File: src/rtl/systolic_pkg.sv
// Shared sizing for the systolic array: default operand/accumulator widths
// and the matching typedefs used by the array-level modules.
package systolic_pkg;

  localparam int DATA_W_DEF = 8;
  localparam int ACC_W_DEF  = 32;

  typedef logic [DATA_W_DEF-1:0] operand_t;
  typedef logic [ACC_W_DEF-1:0]  acc_t;

endpackage : systolic_pkg

File: src/rtl/systolic_pe_mac.sv
// Combinational multiplier for one PE; the 2*DATA_W product is widened to
// ACC_W with zero- or sign-extension depending on SIGNED.
module pe_mac
  import systolic_pkg::*;
#(
  parameter int DATA_W = DATA_W_DEF,
  parameter int ACC_W  = ACC_W_DEF,
  parameter bit SIGNED = 1'b0
) (
  input  logic [DATA_W-1:0] w,
  input  logic [DATA_W-1:0] a,
  output logic [ACC_W-1:0]  product
);

  generate
    if (SIGNED) begin : g_signed
      logic signed [2*DATA_W-1:0] prod_s;
      // A size cast of a signed value sign-extends it into the accumulator width.
      assign prod_s  = $signed(w) * $signed(a);
      assign product = ACC_W'(prod_s);
    end else begin : g_unsigned
      logic [2*DATA_W-1:0] prod_u;
      assign prod_u  = w * a;
      assign product = ACC_W'(prod_u);
    end
  endgenerate

endmodule : pe_mac

File: src/rtl/systolic_pe.sv
// Output-stationary MAC processing element: accumulates w*a on out during a
// fire burst and forwards w, a and fire one cycle later to its neighbours.
module systolic_pe
  import systolic_pkg::*;
#(
  parameter int DATA_W = DATA_W_DEF,
  parameter int ACC_W  = ACC_W_DEF,
  parameter bit SIGNED = 1'b0
) (
  input  logic              clk,
  input  logic              rstn,
  input  logic              fire,
  input  logic [DATA_W-1:0] w,
  input  logic [DATA_W-1:0] a,
  output logic              out_f,
  output logic [DATA_W-1:0] out_a,
  output logic [DATA_W-1:0] out_w,
  output logic [ACC_W-1:0]  out
);

  logic [ACC_W-1:0] product;

  pe_mac #(
    .DATA_W (DATA_W),
    .ACC_W  (ACC_W),
    .SIGNED (SIGNED)
  ) u_mac (
    .w       (w),
    .a       (a),
    .product (product)
  );

  // out_f doubles as "fired last cycle": a fire with out_f low starts a new
  // burst and discards the previous result instead of adding to it.
  always_ff @(posedge clk) begin
    if (rstn) begin
      out   <= '0;
      out_f <= 1'b0;
      out_a <= '0;
      out_w <= '0;
    end else begin
      out_a <= a;
      out_w <= w;
      out_f <= fire;
      if (fire) begin
        if (out_f) out <= out + product;
        else       out <= product;
      end
    end
  end

endmodule : systolic_pe

File: config.mk
export PLATFORM = sky130hd
export DESIGN_NAME = systolic_pe
export DESIGN_NICKNAME = d
export VERILOG_FILES = /design/src/rtl/systolic_pkg.sv /design/src/rtl/systolic_pe_mac.sv /design/src/rtl/systolic_pe.sv
export SDC_FILE = /design/constraint.sdc
export NUM_CORES = 1
export LEC_CHECK = 0
export BUFFER_PORTS_ARGS = -buffer_cell sky130_fd_sc_hd__buf_2
export CAP_MARGIN = 0
export CORE_MARGIN = 10
export CORE_UTILIZATION = 50
export DETAILED_ROUTE_END_ITERATION = 10
export GPL_ROUTABILITY_DRIVEN = 0
export GPL_TIMING_DRIVEN = 0
export PLACE_DENSITY = 0.71
export REMOVE_ABC_BUFFERS = 1
export SETUP_SLACK_MARGIN = 0.3
export SYNTH_ARGS = -nofsm -noshare
export SYNTH_HDL_FRONTEND = slang
export SYNTH_SLANG_ARGS = --single-unit
File: constraint.sdc
create_clock -name clk -period 8.3 [get_ports clk]
set_input_delay 0.83 -clock clk [delete_from_list [all_inputs] [get_ports clk]]
set_output_delay 0.83 -clock clk [all_outputs]
set_load 0.02 [all_outputs]
==> run metrics <==
first-pass GRT wire length=18.2 mm; # diodes=0; port bufs=67; DPL Wire Length=8.64 mm; min Tclk post-route=6690 ps; top cells by instance count after synthesis=and2_1 (56), inv_1 (56), ha_1 (54); # hold bufs at CTS=0; TNS Setup=0 ps; DR iter-0 viols=231; Slew @ Worst Pin=734 ps; WS Path Type=primary input to flop; largest net degree at the start of global routing=36; CP arrival=6860 ps; synth warn=0; Cell Rows=35; Hold Fails Final Rpt=0; Worst-Skew Late Latency=310 ps; Root Buffer=clkbuf_8; FF-to-FF Start=out[0]; CTS tree=yes; cell with the largest stage delay on the worst path=a31oi_1; synthesis-to-layout area growth=10.9%; routed len/inst=15.1 um; most used routing layer=met2; top cells by area, synth=dfxtp_1 (21%), fa_1 (16%), ha_1 (15%); die area=13500 sq um; Total GRT Usage=0.162; crit path cell chain=buf_2 -> nand2_1 -> fa_1 -> fa_1 -> inv_1 -> fa_1 -> inv_1 -> fa_1 -> inv_1 -> ha_1 -> a21oi_1 -> o21ai_0 -> a2111oi_0 -> nor3_1 -> xnor2_1 -> ha_1 -> and3_1 -> nand3_1 -> a31o_1 -> a31oi_1 -> nand4_1 -> xor2_1 -> nor2_1; clk buf depth=2; detailed-route via count=3901; ANT nets after route=0; Most common cell on crit path=fa_1; nets@finish=707; Yosys reg bits=49; Lkg Pwr=2.49 nW; clk sinks=49; Required @ worst endpoint=8470 ps; Crit Path Max Fanout=9; Clock transition at path regs=90 ps; VDD IR max=0.162 mV; H-tree Lvls=2; Unique masters post-synth=51; initial antenna violation count=0; Post-synth ARST share=0; Synth area leader=dfxtp_1; final core occ=0.564; Initial Utilization=0.508; Setup Viol. Count Final=0; Final Cycle Share=0.805; RSZ-0062 raised after global routing=false; Core Footprint=9110 sq um; register area share after synthesis=0.212; Worst path max stage delay=620 ps; Die Y=116 um; post-synth top area share=0.212; drt total wl=10.7 mm; Max Clk Rate=0.150 GHz; Synth Cell Area=4630 sq um; Final Slew Violations=0; Syn Area/Cell=8.65 sq um; EDFF count, synth=0; PD cells=290 nW/um^2; CTS buffer count=5; Hold Startpoint=out[0]; Max transition margin=0.508; Critical Path Source=w[0]; GRT overflow=0; die outline width=116 um; Top FF cell, synth=dfxtp_1; residual DRC count=0; I/O pin cnt=68; fraction of layout cells with a size suffix above 1=0.130; Via density=5.50; outcome=finished clean; Post-Syn Instances=535; vias in the first global route=3859; met2 Use GR=0.279; Hold Path Class=flop to flop; met1 Resource Use GR=0.200; M3 GR Usage=0.0252; clock skew=13.1 ps; DR pass1 iterations=4; crit start category=primary input; MaxCap Viol Count=0; Setup crit end kind=flop; setup bufs post-CTS=0; CTS resizes=0
-- worst max-delay path: cells and delay by family --
kind / cells / cell delay (ps)
AO/OA/AOI/OAI: 5 / 1620
adder cells (fa/ha/maj): 6 / 2870
XOR/XNOR: 2 / 360
AND/OR/NAND/NOR: 6 / 860
buffers and inverters: 4 / 310
-- cells by family after synthesis --
family          synth area share
simple gates               0.219
compound gates             0.132
fa+ha+maj                  0.306
buf+inv                   0.0584
flops                      0.212
xor+xnor                  0.0662
mux                      0.00649
-- metal layers --
metal	wire length (um)	share of wire
met1	4840	0.45
met2	5180	0.48
met3	562	0.052
met4	140	0.013
met5	0	0
-- cell usage in the layout (no fill, tap or decap), drive strengths merged, types with 2 or more instances in the layout --
cell / count
a211o: 2
a211oi: 10
a21o: 5
a21oi: 28
a22oi: 2
a311oi: 5
a31oi: 5
and2: 56
and3: 4
and4: 2
buf: 67
clkbuf: 6
clkinvlp: 2
dfxtp: 49
fa: 37
ha: 54
inv: 56
mux2i: 3
nand2: 35
nand2b: 2
nand3: 16
nand4: 7
nor2: 41
nor2b: 17
nor3: 6
o211ai: 2
o21a: 2
o21ai: 17
o21bai: 2
o221ai: 2
o31ai: 2
or3: 7
xnor2: 21
xor2: 14
-- worst paths after layout --
kind / depth (start not counted) / endpoint / slack [ps]
max reg2reg: 9 / out[28] / 5320
min reg2reg: 2 / out[0] / 510
min: 2 / out[0] / 510
max: 23 / out[31] / 1610
-- layout make-up --
cell class,instances,area (sq um)
Tap cell,111,139
Clock buffer,6,72.6
Sequential cell,49,981
Timing Repair Buffer,67,335
Fill cell,857,3970
Clock inverter,2,15.0
Inverter,57,214
Multi-Input combinational cell,417,3380
-- metrics by stage --
| stage | setup slack, ps | instance area, sq um | hold slack [ps] | power, mW | std cells |
|---|---|---|---|---|---|
| after floorplan | 2190 | 4570 | 564 | 1.11 | 523 |
| after global placement | 1330 | 5050 | 483 | 1.30 | 701 |
| after detailed placement | 1280 | 5050 | 498 | 1.34 | 701 |
| after CTS | 1550 | 5130 | 513 | 1.49 | 709 |
| after global routing | 1090 | 5130 | 536 | 1.64 | 709 |
| final | 1610 | 5130 | 511 | 1.49 | 709 |
-- flip-flops by register name, summed over array words and instances, names as in the netlist --
register,flops
out_w,8
out_a,8
out,32
out_f,1
-- report_power, final --
group / total (mW) / internal (mW) / switching, mW
Sequential: 0.278 / 0.259 / 0.0187
Combinational: 1.07 / 0.436 / 0.633
Clock: 0.144 / 0.0596 / 0.0848
Total: 1.49 / 0.755 / 0.736
Power figures use the tool's default switching activity.
